--- src/rtl/imm_ext_pkg.sv ---
// Shared encodings for the immediate/shift-amount extender: extension modes,
// MIPS opcode and funct constants, and a small decode helper.
package imm_ext_pkg;

  typedef enum logic [2:0] {
    EXT_NONE  = 3'd0,
    EXT_SIGN  = 3'd1,
    EXT_ZERO  = 3'd2,
    EXT_SHAMT = 3'd3,
    EXT_LUI   = 3'd4
  } ext_mode_e;

  localparam logic [5:0] OP_RTYPE  = 6'h00;
  localparam logic [5:0] OP_REGIMM = 6'h01;
  localparam logic [5:0] OP_ADDI   = 6'h08;
  localparam logic [5:0] OP_ADDIU  = 6'h09;
  localparam logic [5:0] OP_SLTI   = 6'h0a;
  localparam logic [5:0] OP_ANDI   = 6'h0c;
  localparam logic [5:0] OP_ORI    = 6'h0d;
  localparam logic [5:0] OP_XORI   = 6'h0e;
  localparam logic [5:0] OP_LUI    = 6'h0f;
  localparam logic [5:0] OP_LW     = 6'h23;
  localparam logic [5:0] OP_LBU    = 6'h24;
  localparam logic [5:0] OP_SW     = 6'h2b;

  localparam logic [5:0] FN_SLL = 6'h00;
  localparam logic [5:0] FN_SRL = 6'h02;
  localparam logic [5:0] FN_SRA = 6'h03;

  localparam int unsigned LUI_SHIFT = 16;

  // Only the immediate-shift R-type functs carry a shamt field.
  function automatic logic is_shamt_funct(input logic [5:0] funct);
    return (funct == FN_SLL) || (funct == FN_SRL) || (funct == FN_SRA);
  endfunction

endpackage

--- src/rtl/imm_ext_dec.sv ---
// Combinational decode of an instruction word into its extended immediate,
// the extension mode used and an unknown-opcode flag.
module imm_ext_dec
  import imm_ext_pkg::*;
#(
  parameter int unsigned XLEN    = 32,
  parameter int unsigned IMM_W   = 16,
  parameter int unsigned SHAMT_W = 5
) (
  input  logic [31:0]     i_instr,
  output logic [XLEN-1:0] o_ext,
  output ext_mode_e       o_mode,
  output logic            o_unk
);

  logic [5:0]         w_op;
  logic [5:0]         w_funct;
  logic [IMM_W-1:0]   w_imm;
  logic [SHAMT_W-1:0] w_shamt;
  logic [XLEN-1:0]    w_imm_sext;
  logic [XLEN-1:0]    w_imm_zext;
  logic [XLEN-1:0]    w_shamt_zext;
  logic               w_unused_instr;

  assign w_op           = i_instr[31:26];
  assign w_funct        = i_instr[5:0];
  assign w_imm          = i_instr[IMM_W-1:0];
  assign w_shamt        = i_instr[6 +: SHAMT_W];
  assign w_unused_instr = ^i_instr;

  assign w_imm_sext   = XLEN'($signed(w_imm));
  assign w_imm_zext   = XLEN'(w_imm);
  assign w_shamt_zext = XLEN'(w_shamt);

  always_comb begin
    o_ext  = '0;
    o_mode = EXT_NONE;
    o_unk  = 1'b0;
    case (w_op)
      OP_REGIMM: ;
      OP_ADDI, OP_ADDIU, OP_LW, OP_SW, OP_SLTI, OP_LBU: begin
        o_ext  = w_imm_sext;
        o_mode = EXT_SIGN;
      end
      OP_ANDI, OP_ORI, OP_XORI: begin
        o_ext  = w_imm_zext;
        o_mode = EXT_ZERO;
      end
      OP_LUI: begin
        o_ext  = w_imm_zext << LUI_SHIFT;
        o_mode = EXT_LUI;
      end
      OP_RTYPE: begin
        // Non-shift R-types are known but carry no immediate.
        if (is_shamt_funct(w_funct)) begin
          o_ext  = w_shamt_zext;
          o_mode = EXT_SHAMT;
        end
      end
      default: o_unk = 1'b1;
    endcase
  end

endmodule

--- src/rtl/imm_ext_pipe.sv ---
// Registered immediate extender with a 2-entry (output + skid) valid/ready
// stage, redirect flush and a saturating accepted-instruction counter.
module imm_ext_pipe
  import imm_ext_pkg::*;
#(
  parameter int unsigned XLEN    = 32,
  parameter int unsigned IMM_W   = 16,
  parameter int unsigned SHAMT_W = 5,
  parameter int unsigned CNT_W   = 16
) (
  input  logic             clk,
  input  logic             rst,
  input  logic             in_valid,
  output logic             in_ready,
  input  logic [31:0]      in_instr,
  input  logic             flush,
  output logic             out_valid,
  input  logic             out_ready,
  output logic [XLEN-1:0]  out_ext,
  output logic [2:0]       out_mode,
  output logic             out_unk,
  output logic [CNT_W-1:0] acc_cnt
);

  if (XLEN < IMM_W + 16) begin : g_bad_xlen
    $error("imm_ext_pipe: XLEN must be at least IMM_W+16 to hold a LUI result");
  end

  logic [XLEN-1:0]  w_dec_ext;
  ext_mode_e        w_dec_mode;
  logic             w_dec_unk;
  logic             w_accept;
  logic             w_out_fire;
  logic             w_out_free;

  logic             r_out_valid;
  logic [XLEN-1:0]  r_out_ext;
  ext_mode_e        r_out_mode;
  logic             r_out_unk;
  logic             r_skid_valid;
  logic [XLEN-1:0]  r_skid_ext;
  ext_mode_e        r_skid_mode;
  logic             r_skid_unk;
  logic [CNT_W-1:0] r_acc_cnt;

  imm_ext_dec #(
    .XLEN    (XLEN),
    .IMM_W   (IMM_W),
    .SHAMT_W (SHAMT_W)
  ) u_dec (
    .i_instr (in_instr),
    .o_ext   (w_dec_ext),
    .o_mode  (w_dec_mode),
    .o_unk   (w_dec_unk)
  );

  assign in_ready   = ~r_skid_valid;
  assign w_accept   = in_valid & in_ready & ~flush & ~rst;
  assign w_out_fire = r_out_valid & out_ready;
  assign w_out_free = ~r_out_valid | w_out_fire;

  always_ff @(posedge clk) begin
    if (rst) begin
      r_out_valid  <= 1'b0;
      r_out_ext    <= '0;
      r_out_mode   <= EXT_NONE;
      r_out_unk    <= 1'b0;
      r_skid_valid <= 1'b0;
      r_skid_ext   <= '0;
      r_skid_mode  <= EXT_NONE;
      r_skid_unk   <= 1'b0;
    end else if (flush) begin
      r_out_valid  <= 1'b0;
      r_skid_valid <= 1'b0;
    end else if (w_out_free) begin
      if (r_skid_valid) begin
        // Skid is older than anything arriving now, so it drains first.
        r_out_valid  <= 1'b1;
        r_out_ext    <= r_skid_ext;
        r_out_mode   <= r_skid_mode;
        r_out_unk    <= r_skid_unk;
        r_skid_valid <= w_accept;
        if (w_accept) begin
          r_skid_ext  <= w_dec_ext;
          r_skid_mode <= w_dec_mode;
          r_skid_unk  <= w_dec_unk;
        end
      end else if (w_accept) begin
        r_out_valid <= 1'b1;
        r_out_ext   <= w_dec_ext;
        r_out_mode  <= w_dec_mode;
        r_out_unk   <= w_dec_unk;
      end else begin
        r_out_valid <= 1'b0;
      end
    end else if (w_accept) begin
      r_skid_valid <= 1'b1;
      r_skid_ext   <= w_dec_ext;
      r_skid_mode  <= w_dec_mode;
      r_skid_unk   <= w_dec_unk;
    end
  end

  always_ff @(posedge clk) begin
    if (rst) begin
      r_acc_cnt <= '0;
    end else if (w_accept && (r_acc_cnt != {CNT_W{1'b1}})) begin
      r_acc_cnt <= r_acc_cnt + CNT_W'(1);
    end
  end

  assign out_valid = r_out_valid;
  assign out_ext   = r_out_ext;
  assign out_mode  = r_out_mode;
  assign out_unk   = r_out_unk;
  assign acc_cnt   = r_acc_cnt;

endmodule
--- config.mk ---
export PLATFORM = sky130hd
export DESIGN_NAME = imm_ext_pipe
export DESIGN_NICKNAME = d
export VERILOG_FILES = /design/src/rtl/imm_ext_pkg.sv /design/src/rtl/imm_ext_dec.sv /design/src/rtl/imm_ext_pipe.sv
export SDC_FILE = /design/constraint.sdc
export NUM_CORES = 1
export LEC_CHECK = 0
export CAP_MARGIN = 10
export CORE_ASPECT_RATIO = 1.1
export CORE_MARGIN = 4
export CORE_UTILIZATION = 40
export DETAILED_ROUTE_END_ITERATION = 10
export GPL_ROUTABILITY_DRIVEN = 0
export HOLD_SLACK_MARGIN = 0.1
export PLACE_DENSITY_LB_ADDON = 0.05
export REMOVE_ABC_BUFFERS = 1
export SLEW_MARGIN = 15
export SYNTH_ARGS = -nofsm -noshare
export SYNTH_HDL_FRONTEND = slang
export SYNTH_HIERARCHICAL = 1
export SYNTH_SLANG_ARGS = --single-unit
--- constraint.sdc ---
create_clock -name clk -period 3.3 [get_ports clk]
set_input_delay 0.495 -clock clk [delete_from_list [all_inputs] [get_ports clk]]
set_output_delay 0.495 -clock clk [all_outputs]
set_load 0.05 [all_outputs]
==> results of run 1 <==
## path summary, 6_finish.rpt
kind | cells after the start | slack [ns] | startpoint | endpoint
hold / removal | 2 | 0.39 | rst | out_valid$_SDFFE_PP0N_
hold reg to reg | 2 | 0.45 | r_skid_ext[20]$_SDFFE_PP0P_ | r_skid_ext[20]$_SDFFE_PP0P_
setup / recovery | 5 | 0.60 | flush | acc_cnt[11]$_SDFFE_PP0P_
setup reg to reg | 4 | 0.97 | r_skid_valid$_SDFFE_PP0P_ | acc_cnt[11]$_SDFFE_PP0P_
## stage by stage
stage / hold slack, ns / power, mW
floorplan: 0.4300 / 1.340
global placement: 0.4407 / 1.479
detailed placement: 0.4463 / 1.482
CTS: 0.3804 / 2.569
global route: 0.3933 / 2.639
finish: 0.3945 / 2.537
## critical path: cells and delay by family
kind | cells | cell delay [ns]
simple gates | 3 | 1.81
buf+inv | 1 | 0.51
compound gates | 1 | 0.15
## final cells by class
type / count / area (um2) / area share
clock buffer: 11 / 242.7 / 0.04364
tap: 143 / 178.9 / 0.03217
sequential: 90 / 1803 / 0.3242
multi-input combinational: 382 / 2345 / 0.4216
clock inverter: 3 / 65.06 / 0.01170
inverter: 11 / 41.29 / 0.007424
timing repair buffer: 92 / 885.9 / 0.1593
## cell usage after synthesis (2+ instances only)
cell and count:
or2_2 3, nand3_1 33, o31ai_1 5, o211ai_2 2
o311ai_0 2, o41ai_1 2, and3_1 2, nand2b_1 9
nor2b_1 3, a21oi_1 48, nand4_1 6, buf_6 5
clkbuf_1 28, nor4b_1 2, o21ai_0 8, nor3b_1 3
buf_1 2, buf_4 4, nor4b_2 4, buf_2 3
and2_1 3, o32ai_1 5, nor4_1 12, nor2_1 42
mux2i_1 37, nor3_1 3, nand2_1 82, inv_1 11
or4_1 6, dfxtp_1 90, a211oi_1 39
## cells by family (layout without fill, tap and decap cells)
family / count (synthesis) / after routing / share of synthesized area
AOI/OAI and AO/OA: 120 / 120 / 0.1821
and+or+nand+nor: 223 / 223 / 0.2587
DFF: 90 / 90 / 0.4103
buffers and inverters: 54 / 117 / 0.05926
muxes: 38 / 38 / 0.08690
adders and majority gates: 1 / 1 / 0.002849
## registers in the layout, summed over array words and instances, names as in the netlist
signal,flops
r_skid_ext,32
out_valid,1
out_ext,32
out_unk,1
r_skid_unk,1
acc_cnt,16
r_skid_mode,3
r_skid_valid,1
out_mode,3
## power groups by stage
stage / Combinational (mW) / Clock, mW / Sequential (mW)
after floorplan: 0.107 / 0 / 1.23
after global placement: 0.330 / 0 / 1.15
after detailed placement: 0.333 / 0 / 1.15
after CTS: 0.334 / 1.11 / 1.13
after global routing: 0.356 / 1.16 / 1.13
final: 0.331 / 1.08 / 1.12
## metal layers
layer | GRT usage | vias to the layer above | share of wire
met5 | 0 | - | 0
met4 | 0.06472 | 0 | 0.014
met3 | 0.04114 | 12 | 0.048
met2 | 0.2986 | 90 | 0.50
met1 | 0.2265 | 1917 | 0.44
li1 | - | 2029 | -
==> summary.txt, run 1 <==
Place
  • Inst Count DP: slightly above 700
  • Detailed-placement wirelength estimate: approximately 7.6 mm
  • Post-Place Worst Slack: 0.2658 ns
  • Placed cell areas: between 5000 and 6000 um2
  • # port buffers: 80

Critical path
  • CP Capture Type: flop
  • Worst path required time: between 3 and 4 ns
  • Critical-path top delay cell: or4_1
  • CP Data Arrival Time: between 2 and 3 ns
  • Crit Path Max Fanout: 9
  • Largest stage delay, worst path: between 0.6 and 0.7 ns
  • Worst setup SP type: input pin
  • CP Cell Sequence: clkdlybuf4s50_1, or4b_1, or4_1, or4_1, a21oi_1
  • Crit path kind: input pin to flop
  • CP most frequent cell: or4_1

CTS
  • Cts hold-fix bufs: 0
  • CTS tree: yes
  • Clock transition at path regs: 0.06 ns
  • CTS buffer count: 9
  • CTS Sinks: 90
  • Clk buf depth: 2
  • Root Driver: clkbuf_16
  • Clock H-tree levels: 3
  • Post-CTS setup buffers: 0
  • Clock Latency Late Sink: between 0.3 and 0.4 ns
  • Post-CTS sizing: 0

Pwr
  • Comb pwr share: 0.131
  • Net Sw Power: 630.7 uW
  • Peak supply drop: roughly 0.00024 V
  • Switching share of power: 0.2486
  • Share of power burned in registers: 0.443
  • Pleak: between 1.5 and 2 nW
  • Clk pwr share: 0.426
  • Cell internal pwr: roughly 1.9 mW
  • Pwr dens: approximately 460 nW/um2

STA
  • Slew headroom: 0.3956
  • Final clock skew: roughly 0.0059 ns
  • Final period util: 0.8195
  • Final number of setup-violating endpoints: 0
  • Setup TNS Final: 0 ns
  • Fin. Hold Viols: 0
  • Setup ws final: 0.5956 ns
  • Slew Limit Fails: 0
  • Transition time of the tightest slew-check pin: 0.9066 ns
  • Fmax: between 300 and 400 MHz
  • Minimum clock period: 2.704 ns
  • RSZ-0062 raised after global routing: false

Drt
  • Post-route ant nets: 0
  • Initial drt markers: a little over 200
  • WL final: around 11 mm
  • DRC violation count after routing: 0
  • Via density: 5.530
  • Vias: 4,048
  • Wire per inst: ~15 um
  • Number of detailed-route iterations in the first pass: 4

Logic synthesis
  • Count of state elements after synthesis: 90
  • Post-synth EDFFs: 0
  • Cell accounting for the most synthesized area: dfxtp_1
  • Area share of the largest cell type after synthesis: 0.4103
  • Post-synthesis cell type count: 53
  • Share of flip-flops with an asynchronous set or reset: 0
  • Synth Area per Inst: 8.349 um2
  • Mapped cell area: roughly 4400 um2
  • Top FF cell, synth: dfxtp_1
  • Cells after Synth: between 500 and 600
  • Post-synthesis sequential area ratio: 0.4103
  • Ys Warns: 6
  • Synth top area cells: dfxtp_1 (41%), mux2i_1 (8.4%), nand2_1 (7.0%)

GRT
  • Total congestion overflow: 0
  • Initial antenna violation count: 0
  • Vias in the first global route: around 4,000
  • Global Route Usage Sum: 0.1800
  • Largest net degree at the start of global routing: 87
  • Global-route wire length before repair: 18.64 mm

Worst hold path
  • Hold crit path type: input pin to flop

Floorplanning
  • Initial Util: 0.4167
  • Site Rows: 39
  • IO Pins: roughly 90
  • Die X: around 110 um
  • Full die area: around 13,000 um2
  • Core footprint: approximately 11,000 um2
  • Chip Height: about 120 um

Layout
  • Final instance area: 5562 um2
  • Final Util: 0.5277
  • Filler instances: approximately 1,000
  • Layout cells sized above 1: 0.07640
  • Area delta synth->final: 26.64%
  • Most frequent cells in the layout: dfxtp_1 (89), nand2_1 (82), clkdlybuf4s50_1 (79)
  • Ant. Diodes: 0
  • Total Nets Final: 624
  • Most common cell after layout, fill and taps aside: dfxtp_1
  • Finished Layout Cells: 732

Job
  • MaxCap Viol Count: 0

Run status
  • Status: completed
No activity file was read; power rests on OpenSTA's default activity.
==> inputs of run 2 (changes only) <==
clock period = 2.3 ns   (was 3.3 ns; I/O delays follow)
==> summary.txt, run 2 (synthesis results as in run 1) <==
Floorplanning
  • Core footprint: 10,540 um2 (unchanged)
  • Site Rows: 39 (unchanged)
  • Full die area: 12,720 um2 (unchanged)
  • IO Pins: 91 (unchanged)
  • Initial Util: 0.4167 (unchanged)
  • Chip Height: 117.9 um (unchanged)
  • Die X: 107.9 um (unchanged)

STA
  • Fmax: around 460 MHz
  • Fin. Hold Viols: 0 (unchanged)
  • Slew headroom: 0.3938 (was 0.3956)
  • Final clock skew: 0.004615 ns (was 0.005884 ns)
  • Slew Limit Fails: 0 (unchanged)
  • RSZ-0062 raised after global routing: false (unchanged)
  • Transition time of the tightest slew-check pin: 0.9093 ns (was 0.9066 ns)
  • Setup ws final: 0.1193 ns (was 0.5956 ns)
  • Final period util: 0.9481
  • Minimum clock period: approximately 2.2 ns
  • Final number of setup-violating endpoints: 0 (unchanged)

Layout
  • Most common cell after layout, fill and taps aside: dfxtp_1 (unchanged)
  • Final Util: 0.5512 (was 0.5277)
  • Area of the multi-input gates: 2366 um2 (was 2345 um2)
  • Filler instances: 1,041 (was 1,030)
  • Area delta synth->final: 32.28% (was 26.64%)
  • Most frequent cells in the layout: dfxtp_1 (89), nand2_1 (82), clkdlybuf4s50_1 (76) (was dfxtp_1 (89), nand2_1 (82), clkdlybuf4s50_1 (79))
  • Register area: 1803 um2 (unchanged)
  • Layout cells sized above 1: 0.1250 (was 0.07640)
  • Total Nets Final: 650 (was 624)
  • Ant. Diodes: 0 (unchanged)

Critical path
  • CP Data Arrival Time: 2.43 ns (was 2.97 ns)
  • CP Capture Type: flop (unchanged)
  • Worst setup SP type: flop (was input pin)
  • Crit Path Max Fanout: 5 (was 9)
  • Worst path required time: 2.55 ns (was 3.56 ns)
  • Crit path kind: flop to flop (was input pin to flop)

Place
  • Post-Place Worst Slack: -0.4370 ns (was 0.2658 ns)
  • Detailed-placement wirelength estimate: 8.086 mm (was 7.575 mm)
  • # port buffers: 80 (unchanged)

Worst hold path
  • Hold crit path type: input pin to flop (unchanged)

GRT
  • Total congestion overflow: 0 (unchanged)
  • Global Route Usage Sum: 0.1851 (was 0.1800)
  • Global-route wire length before repair: 19.30 mm (was 18.64 mm)
  • Busiest grt layer: met2 (unchanged)
  • Vias in the first global route: 3,993 (was 3,895)
  • Grt met2 use: 0.3017 (was 0.2986)
  • GR Util met3: 0.03785 (was 0.04114)
  • Initial antenna violation count: 0 (unchanged)
  • Met1 Track Usage GR: 0.2406 (was 0.2265)
  • Largest net degree at the start of global routing: 87 (unchanged)

Drt
  • Wire per inst: 15.05 um (was 15.44 um)
  • Vias: 4,149 (was 4,048)
  • Number of detailed-route iterations in the first pass: 4 (unchanged)
  • DRC violation count after routing: 0 (unchanged)
  • Via density: 5.466 (was 5.530)
  • Initial drt markers: 160 (was 205)
  • Post-route ant nets: 0 (unchanged)
  • WL final: 11.42 mm (was 11.30 mm)

Pwr
  • Pwr dens: 610.8 nW/um2 (was 456.2 nW/um2)
  • Pleak: 1.910 nW (was 1.756 nW)
  • Peak supply drop: 0.0003634 V (was 0.0002419 V)

Job
  • MaxCap Viol Count: 0 (unchanged)

Run status
  • Status: completed (unchanged)

CTS
  • CTS tree: yes (unchanged)
  • Cts hold-fix bufs: 0 (unchanged)
  • Clock transition at path regs: 0.06 ns (about the same)
  • Clock Latency Late Sink: 0.33 ns (was 0.34 ns)
  • CTS buffer count: 9 (unchanged)
  • Clock H-tree levels: 3 (unchanged)
  • Root Driver: clkbuf_16 (unchanged)
  • Clk buf depth: 2 (unchanged)
  • CTS Sinks: 90 (unchanged)
==> run 2: cell types whose count changed in the layout (fill, tap and decap cells not counted), sizes merged <==
cell,change
clkdlybuf4s50,-3
buf,+27
clkbuf,+1
clkinv,+1
dlymetal6s2s,+2
bufinv,-1
==> run 2: metal layers <==
layer | routed length [um] | share of wire
met1 | 4996 | 0.44
met2 | 5603 | 0.49
met3 | 648 | 0.057
met4 | 174 | 0.015
met5 | 0 | 0
==> run 2: timing repair <==
action,CTS,global route
pin swaps,0,2
resized for setup,2,5
setup endpoints to repair,3,2
buffers inserted,0,0
hold endpoints to repair,0,0
gates cloned,0,0
==> run 2: layout make-up <==
class,instances,area share
clock buffers,12,0.04243
clock inverters,3,0.006892
inverters,11,0.007107
multi-input cells,382,0.4073
flip-flops and latches,90,0.3104
well taps,143,0.03080
repair buffers,118,0.1951
==> run 2: path summary, 6_finish.rpt <==
check	startpoint	endpoint	slack, ns	depth (start not counted)
max	r_skid_valid$_SDFFE_PP0P_	acc_cnt[11]$_SDFFE_PP0P_	0.12	4
min	flush	r_skid_valid$_SDFFE_PP0P_	0.35	3
max reg2reg	r_skid_valid$_SDFFE_PP0P_	acc_cnt[11]$_SDFFE_PP0P_	0.12	4
min reg2reg	r_skid_ext[23]$_SDFFE_PP0P_	r_skid_ext[23]$_SDFFE_PP0P_	0.45	2
==> run 2: critical path: stages, from the launching register on <==
cell	delay [ns]
dfxtp_2	0.32
or4b_4	0.55
or4_4	0.59
or4_4	0.50
a21oi_2	0.14
==> run 2: per-stage QoR <==
step | power (mW) | instances | hold WS [ns] | area (um2) | TNS, ns
2_1_floorplan | 1.923 | 483 | 0.4141 | 4173 | -193.99
3_5_place_dp | 2.160 | 744 | 0.4461 | 5497 | -3.821
6_report | 3.548 | 759 | 0.3549 | 5809 | 0
4_1_cts | 3.599 | 759 | 0.3710 | 5791 | 0
3_3_place_gp | 2.156 | 744 | 0.4410 | 5497 | -3.049
5_1_grt | 3.703 | 759 | 0.3659 | 5809 | 0
==> run 2: power breakdown <==
group          switching [mW]  internal (mW)
combinational           0.310          0.199
sequential             0.0193           1.60
clock                   0.563          0.862
